<file path="config.mk">
export PLATFORM = sky130hd
export DESIGN_NAME = axis_acq_sequencer
export DESIGN_NICKNAME = d
export VERILOG_FILES = /design/src/rtl/acq_seq_pkg.sv /design/src/rtl/acq_edge_detect.sv /design/src/rtl/axis_acq_sequencer.sv
export SDC_FILE = /design/constraint.sdc
export NUM_CORES = 1
export LEC_CHECK = 0
export ABC_AREA = 1
export BUFFER_PORTS_ARGS = -buffer_cell sky130_fd_sc_hd__buf_2
export CORE_ASPECT_RATIO = 1.1
export CORE_UTILIZATION = 45
export DETAILED_ROUTE_END_ITERATION = 7
export PLACE_DENSITY = 0.69
export SETUP_SLACK_MARGIN = 0.02
export SYNTH_ARGS = -nofsm -noshare
export SYNTH_HDL_FRONTEND = slang
export SYNTH_HIERARCHICAL = 1
export SYNTH_SLANG_ARGS = --single-unit
</file>
<file path="constraint.sdc">
create_clock -name aclk -period 3.38 [get_ports aclk]
set_input_delay 0.507 -clock aclk [delete_from_list [all_inputs] [get_ports aclk]]
set_output_delay 0.507 -clock aclk [all_outputs]
set_load 0.02 [all_outputs]
</file>
<file path="src/rtl/acq_seq_pkg.sv">
// rtl/acq_seq_pkg.sv - state encoding and buffer address helper for the acquisition sequencer
package acq_seq_pkg;

  typedef enum logic [2:0] {
    ST_IDLE    = 3'd0,
    ST_FLUSH   = 3'd1,
    ST_PREFILL = 3'd2,
    ST_ARMED   = 3'd3,
    ST_CAPTURE = 3'd4,
    ST_DONE    = 3'd5
  } acq_state_t;

  localparam int unsigned ADDR_CALC_W = 64;

  // Address just past a run of len+1 beats starting at pos, modulo 2^aw.
  function automatic logic [ADDR_CALC_W-1:0] addr_wrap(
    input logic [ADDR_CALC_W-1:0] pos,
    input logic [ADDR_CALC_W-1:0] len,
    input int unsigned            aw
  );
    logic [ADDR_CALC_W-1:0] mask;
    if (aw >= ADDR_CALC_W) mask = '1;
    else                   mask = (ADDR_CALC_W'(1) << aw) - ADDR_CALC_W'(1);
    return (pos + len + ADDR_CALC_W'(1)) & mask;
  endfunction

endpackage

</file>
<file path="src/rtl/acq_edge_detect.sv">
// rtl/acq_edge_detect.sv - registered rising-edge detector for synchronous control inputs
module acq_edge_detect (
  input  logic aclk,
  input  logic aresetn,
  input  logic din,
  output logic rise
);

  logic din_q;

  always_ff @(posedge aclk) begin
    if (!aresetn) din_q <= 1'b0;
    else          din_q <= din;
  end

  assign rise = din & ~din_q;

endmodule

</file>
<file path="src/rtl/axis_acq_sequencer.sv">
// rtl/axis_acq_sequencer.sv - circular-buffer acquisition sequencer; ACQ_TIMESTAMP_EN adds sts_trig_time
module axis_acq_sequencer
  import acq_seq_pkg::*;
#(
  parameter int CNTR_WIDTH = 32,
  parameter int BUF_AW     = 16,
  parameter int RST_CYCLES = 2
) (
  input  logic                  aclk,
  input  logic                  aresetn,
  input  logic [CNTR_WIDTH-1:0] cfg_post_len,
  input  logic [BUF_AW-1:0]     cfg_pre_len,
  input  logic                  ctrl_arm,
  input  logic                  ctrl_abort,
  input  logic                  ctrl_trig_sw,
  input  logic                  ext_trig,
  input  logic                  mon_tvalid,
  input  logic                  mon_tready,
  input  logic                  mon_tlast,
  input  logic [CNTR_WIDTH-1:0] pkt_start_pos,
  output logic                  pkt_aresetn,
  output logic [CNTR_WIDTH-1:0] pkt_cfg_data,
  output logic                  pkt_trigger,
  output logic [2:0]            sts_state,
  output logic [BUF_AW-1:0]     sts_trig_pos,
  output logic [BUF_AW-1:0]     sts_oldest,
  output logic                  sts_wrapped,
  output logic                  busy,
  output logic                  done_irq
`ifdef ACQ_TIMESTAMP_EN
  ,
  output logic [63:0]           sts_trig_time
`endif
);

  localparam int RST_CNT_W = (RST_CYCLES > 1) ? $clog2(RST_CYCLES) : 1;
  localparam int SUM_W     = CNTR_WIDTH + 1;

  acq_state_t state_q, state_d;

  logic arm_rise, trig_sw_rise, ext_trig_rise, trig_rise, beat;
  logic [RST_CNT_W-1:0] flush_cnt_q;
  logic flush_done, abort_q, flush_entry, arm_entry, capture_end;
  logic [BUF_AW-1:0] pre_cnt_q;
  logic [SUM_W-1:0]  span;
  logic              wrap_now;
  logic [BUF_AW-1:0] trig_pos_now, oldest_now;
  logic              unused_start_pos;

  acq_edge_detect u_arm_edge  (.aclk(aclk), .aresetn(aresetn), .din(ctrl_arm),     .rise(arm_rise));
  acq_edge_detect u_sw_edge   (.aclk(aclk), .aresetn(aresetn), .din(ctrl_trig_sw), .rise(trig_sw_rise));
  acq_edge_detect u_ext_edge  (.aclk(aclk), .aresetn(aresetn), .din(ext_trig),     .rise(ext_trig_rise));

  assign trig_rise  = trig_sw_rise | ext_trig_rise;
  assign beat       = mon_tvalid & mon_tready;
  assign flush_done = (flush_cnt_q == RST_CNT_W'(RST_CYCLES - 1));

  always_ff @(posedge aclk) begin
    if (!aresetn) state_q <= ST_IDLE;
    else          state_q <= state_d;
  end

  // Abort is checked first in every active state so it beats arm, trigger and tlast.
  always_comb begin
    state_d = state_q;
    case (state_q)
      ST_IDLE:    if (arm_rise) state_d = ST_FLUSH;
      ST_FLUSH:   if (flush_done) state_d = (abort_q || ctrl_abort) ? ST_IDLE : ST_PREFILL;
      ST_PREFILL: if (ctrl_abort) state_d = ST_FLUSH;
                  else if (pre_cnt_q >= cfg_pre_len) state_d = ST_ARMED;
      ST_ARMED:   if (ctrl_abort) state_d = ST_FLUSH;
                  else if (trig_rise) state_d = ST_CAPTURE;
      ST_CAPTURE: if (ctrl_abort) state_d = ST_FLUSH;
                  else if (beat && mon_tlast) state_d = ST_DONE;
      ST_DONE:    if (ctrl_abort || arm_rise) state_d = ST_FLUSH;
      default:    state_d = ST_IDLE;
    endcase
  end

  always_comb begin
    pkt_aresetn = 1'b0;
    pkt_trigger = 1'b0;
    busy        = 1'b0;
    case (state_q)
      ST_FLUSH:             busy = 1'b1;
      ST_PREFILL, ST_ARMED: begin pkt_aresetn = 1'b1; busy = 1'b1; end
      ST_CAPTURE:           begin pkt_aresetn = 1'b1; pkt_trigger = 1'b1; busy = 1'b1; end
      ST_DONE:              begin pkt_aresetn = 1'b1; pkt_trigger = 1'b1; end
      default:              ;
    endcase
  end

  assign sts_state   = state_q;
  assign flush_entry = (state_d == ST_FLUSH) && (state_q != ST_FLUSH);
  assign arm_entry   = flush_entry && ((state_q == ST_IDLE) || !ctrl_abort);
  assign capture_end = (state_q == ST_CAPTURE) && (state_d == ST_DONE);

  // Wrap decision needs one extra bit so pre-fill + post_len + 1 cannot overflow.
  assign span         = SUM_W'(pre_cnt_q) + SUM_W'(pkt_cfg_data) + SUM_W'(1);
  assign wrap_now     = span > (SUM_W'(1) << BUF_AW);
  assign trig_pos_now = pkt_start_pos[BUF_AW-1:0];
  assign oldest_now   = wrap_now ? BUF_AW'(addr_wrap(ADDR_CALC_W'(trig_pos_now),
                                                     ADDR_CALC_W'(pkt_cfg_data), BUF_AW))
                                 : '0;
  assign unused_start_pos = ^pkt_start_pos;

  always_ff @(posedge aclk) begin
    if (!aresetn) begin
      flush_cnt_q  <= '0;
      abort_q      <= 1'b0;
      pre_cnt_q    <= '0;
      pkt_cfg_data <= '0;
      sts_trig_pos <= '0;
      sts_oldest   <= '0;
      sts_wrapped  <= 1'b0;
      done_irq     <= 1'b0;
    end else begin
      flush_cnt_q <= (state_q == ST_FLUSH) ? flush_cnt_q + RST_CNT_W'(1) : '0;

      if (flush_entry)                             abort_q <= (state_q != ST_IDLE) && ctrl_abort;
      else if (state_q == ST_FLUSH && ctrl_abort)  abort_q <= 1'b1;

      if (state_q == ST_FLUSH)
        pre_cnt_q <= '0;
      else if ((state_q == ST_PREFILL || state_q == ST_ARMED) && beat && (pre_cnt_q != '1))
        pre_cnt_q <= pre_cnt_q + BUF_AW'(1);

      if (arm_entry) pkt_cfg_data <= cfg_post_len;

      if (flush_entry) begin
        sts_trig_pos <= '0;
        sts_oldest   <= '0;
        sts_wrapped  <= 1'b0;
      end else if (capture_end) begin
        sts_trig_pos <= trig_pos_now;
        sts_oldest   <= oldest_now;
        sts_wrapped  <= wrap_now;
      end

      done_irq <= capture_end;
    end
  end

`ifdef ACQ_TIMESTAMP_EN
  logic [63:0] cycle_cnt_q, trig_time_q;

  always_ff @(posedge aclk) begin
    if (!aresetn) begin
      cycle_cnt_q <= 64'd0;
      trig_time_q <= 64'd0;
    end else begin
      cycle_cnt_q <= cycle_cnt_q + 64'd1;
      if (flush_entry)                                     trig_time_q <= 64'd0;
      else if (state_q == ST_ARMED && state_d == ST_CAPTURE) trig_time_q <= cycle_cnt_q;
    end
  end

  assign sts_trig_time = trig_time_q;
`endif

endmodule

</file>
==> flow_summary.json <==
{
  "post_route_cells_drive_above_1_share_pct": 19.33,
  "worst_setup_path_end_kind": "register",
  "antenna_diodes": 0,
  "grt_start_max_net_pins": 34,
  "layout_commonest_cell": "sky130_fd_sc_hd__nand2_1",
  "final.min_clock_period_ps": 2948,
  "antenna_violating_nets_post_route": 0,
  "cts_tree": "done",
  "power.static_leakage_nw": 4.260,
  "timing.final.hold_violations": 0,
  "worst-slew-pin-transition_ps": 1049,
  "detail_route.first_pass.iterations": 5,
  "power.share.switching_pct": 35.16,
  "ys_dominant_reg_cell": "sky130_fd_sc_hd__dfxtp_1",
  "unrepaired_setup_endpoints_after_global_routing": "no",
  "die_x_um": 120.9,
  "critical_path.max_fanout": 17,
  "synth_area_mm2": 0.006995,
  "report.final.setup_viol": 0,
  "finalWorstSetupSlack_ps": 432.2,
  "dp_slack_ps": 452.6,
  "drt_iter0_markers": 452,
  "place.detailed.hpwl_mm": 15.45,
  "path_common_cell": "sky130_fd_sc_hd__nand2_1",
  "timing.final.max_slew_violations": 0,
  "run_status": "finished, final reports clean",
  "fp-row-count": 47,
  "cts_made_buffers": 9,
  "count_of_distinct_cell_types_in_the_synthesized_netlist": 38,
  "worst-path-buf-inv": 2,
  "tritoncts_num_sinks": 90,
  "async_reset_ff_share_pct": 0,
  "drt-vias-per-instance": 4.982,
  "area_after_detailed_placement_mm2": 0.007935,
  "fin_area_mm2": 0.008239,
  "hold_buffer_count_at_cts": 0,
  "die_height_um": 132.8,
  "globalRouteTotalUtil_pct": 24.98,
  "layout-area-overhead-vs-synth_pct": 17.78,
  "dp_cells": 1442,
  "drcViolationCount": 0,
  "pd_cells_mw_per_mm2": 385.6,
  "skew_ps": 8.771,
  "grt_antenna_before_repair": 0,
  "grt_pass1_wl_mm": 32.10,
  "floorplan.core_area_mm2": 0.01511,
  "synthesis.instances": 1113,
  "clockRootBuffer": "sky130_fd_sc_hd__clkbuf_16",
  "timing.critical_path.from_type": "register",
  "die_area_mm2": 0.01605,
  "ys.warnings.count": 6,
  "p_sw_mw": 1.117,
  "cp.required_ps": 3610,
  "initial_core_util_pct": 46.29,
  "routed_wl_mm": 19.11,
  "post_layout_nets": 1399,
  "internal_power_mw": 2.060,
  "cp_cell_sequence": "inv_1, ha_1, inv_1, fa_1, nand2_1, nand2_2, nand3_1, nand2_1, nand2_2, nand2_4, nand2_1, nand2_1, nand2_1, nand2_1, or2_1, nand2_2, nand3_4, nand3_1, a21oi_1",
  "routed-via-count": 7264,
  "number_of_storage_elements_in_the_synthesis_netlist": 90,
  "final_cell_mix": "sky130_fd_sc_hd__nand2_1 (277), sky130_fd_sc_hd__inv_1 (178), sky130_fd_sc_hd__nor2_1 (151)",
  "holdCritPathClass": "input pin to register",
  "insertion_delay_to_the_later_sink_of_the_worst_skew_pair_ps": 350,
  "final_cells": 1458,
  "criticalPathCategory": "register to register",
  "cts_setup_buffers": 0,
  "fillCellCount": 1565,
  "synth_edf_count": 0,
  "htree_levels": 3,
  "first_global_vias": 6764,
  "worst_path_largest_cell_delay_ps": 420,
  "route.detailed.wl_per_inst_um": 13.11,
  "final-seq-area_mm2": 0.001802,
  "fmax_ghz": 0.3392,
  "multiInputGateArea_mm2": 0.004405,
  "fin_util_pct": 54.52,
  "path_delay_family": "simple AND/OR/NAND/NOR gates",
  "pin_count": 161,
  "synth_seq_area_share_pct": 25.76,
  "clkPwrFrac_pct": 32.8,
  "crit_arrival_ps": 3180,
  "post_cts_resized": 0,
  "syn_nets": 1255,
  "gpl.final_weighted_congestion": 0.9585,
  "cts.reportedPaths.clkPinSlew_ps": 70,
  "cts-root-to-sink-buffers": 2,
  "comb_power_share_pct": 28.9,
  "worst_slew_margin_rel_pct": 29.88,
  "port_buffers": 144,
  "worst_ir_drop_vdd_mv": 0.2327,
  "worst_path_max_delay_cell": "sky130_fd_sc_hd__fa_1",
  "maxCapViolations": 0,
  "globalRoute.totalOverflow": 0,
  "final_period_util_pct": 87.21,
  "power.share.sequential_pct": 38.3,
  "setup_total_negative_slack_ps": 0,
  "avgSynthCellArea_um2": 6.285
}
-- synth_stat cells (3+ instances only) --
library cell	n	area, um^2
sky130_fd_sc_hd__nor2_2	14	87.58
sky130_fd_sc_hd__xnor2_1	9	78.83
sky130_fd_sc_hd__nand4_1	26	162.7
sky130_fd_sc_hd__dfxtp_1	90	1802
sky130_fd_sc_hd__nand3_1	65	325.3
sky130_fd_sc_hd__ha_1	51	638.1
sky130_fd_sc_hd__nor4_1	4	25.02
sky130_fd_sc_hd__o211ai_1	3	22.52
sky130_fd_sc_hd__buf_1	6	22.52
sky130_fd_sc_hd__nand3b_1	37	277.8
sky130_fd_sc_hd__clkbuf_1	5	18.77
sky130_fd_sc_hd__nor2_1	152	570.6
sky130_fd_sc_hd__o21bai_1	5	37.54
sky130_fd_sc_hd__inv_1	178	668.1
sky130_fd_sc_hd__nand2_2	9	56.30
sky130_fd_sc_hd__nand2_1	277	1040
sky130_fd_sc_hd__a21oi_1	52	260.3
sky130_fd_sc_hd__nand3_2	12	120.1
sky130_fd_sc_hd__xor2_1	7	61.31
sky130_fd_sc_hd__o21ai_0	35	175.2
sky130_fd_sc_hd__or2_2	20	125.1
sky130_fd_sc_hd__o21a_1	3	22.52
sky130_fd_sc_hd__nor3_1	15	75.07
sky130_fd_sc_hd__a21oi_2	12	105.1
sky130_fd_sc_hd__buf_2	10	50.05
-- worst register-to-register path, delay by kind of cell, from the launching register on --
kind                     cells  cell delay [ps]
AND/OR/NAND/NOR             14             1600
adder cells (fa/ha/maj)      2              590
flip-flops                   1              330
buffers and inverters        2              240
AO/OA/AOI/OAI                1               80
-- power by group through the flow --
stage / Combinational [mW] / Sequential [mW] / Clock, mW
after floorplan: 0.583 / 1.28 / 0
after detailed placement: 0.912 / 1.24 / 0
after global routing: 1.04 / 1.23 / 1.10
final: 0.917 / 1.22 / 1.04
after CTS: 0.919 / 1.22 / 1.06
after global placement: 0.905 / 1.24 / 0
-- registers in the layout, summed over array words and instances, names as in the netlist, 3 cells and up --
| name | cells |
|---|---|
| pkt_cfg_data | 32 |
| pre_cnt_q | 16 |
| sts_oldest | 16 |
| sts_state | 3 |
| sts_trig_pos | 16 |
-- cells by family after synthesis --
group | after synthesis | share of synthesized area [%]
simple gates | 639 | 42.03
xor+xnor | 16 | 2.003
compound gates | 113 | 9.211
fa+ha+maj | 53 | 9.694
flops | 90 | 25.76
buf+inv | 202 | 11.30
-- layer usage --
| layer | part of all wire [%] | vias up | GRT usage [%] |
|---|---|---|---|
| li1 | - | 3825 | - |
| met1 | 45 | 3186 | 31.98 |
| met2 | 47 | 219 | 42.48 |
| met3 | 5.7 | 34 | 3.491 |
| met4 | 2.3 | 0 | 8.848 |
| met5 | 0 | - | 0 |
-- worst paths after layout --
| path | slack [ps] | to | cells past startpoint | from |
|---|---|---|---|---|
| max | 430 | sts_oldest[2] | 19 | pkt_cfg_data[0] |
| min | 340 | u_ext_edge/din_q | 3 | ext_trig |
| max reg2reg | 430 | sts_oldest[2] | 19 | pkt_cfg_data[0] |
| min reg2reg | 460 | flush_cnt_q | 1 | flush_cnt_q |
-- per-stage QoR --
stage	hold slack (ps)	power, mW
5_1_grt	346.9	3.375
6_report	340.0	3.177
3_3_place_gp	452.4	2.145
2_1_floorplan	425.5	1.864
4_1_cts	334.3	3.200
3_5_place_dp	456.7	2.152
-- area by class of cell --
| type | count | area share, % |
|---|---|---|
| multi-input cells | 821 | 53.47 |
| flip-flops and latches | 90 | 21.87 |
| inverters | 179 | 8.155 |
| repair buffers | 156 | 9.841 |
| clock buffers | 11 | 2.946 |
| well taps | 196 | 2.976 |
| clock inverters | 5 | 0.7441 |
Power figures use the tool's default switching activity.
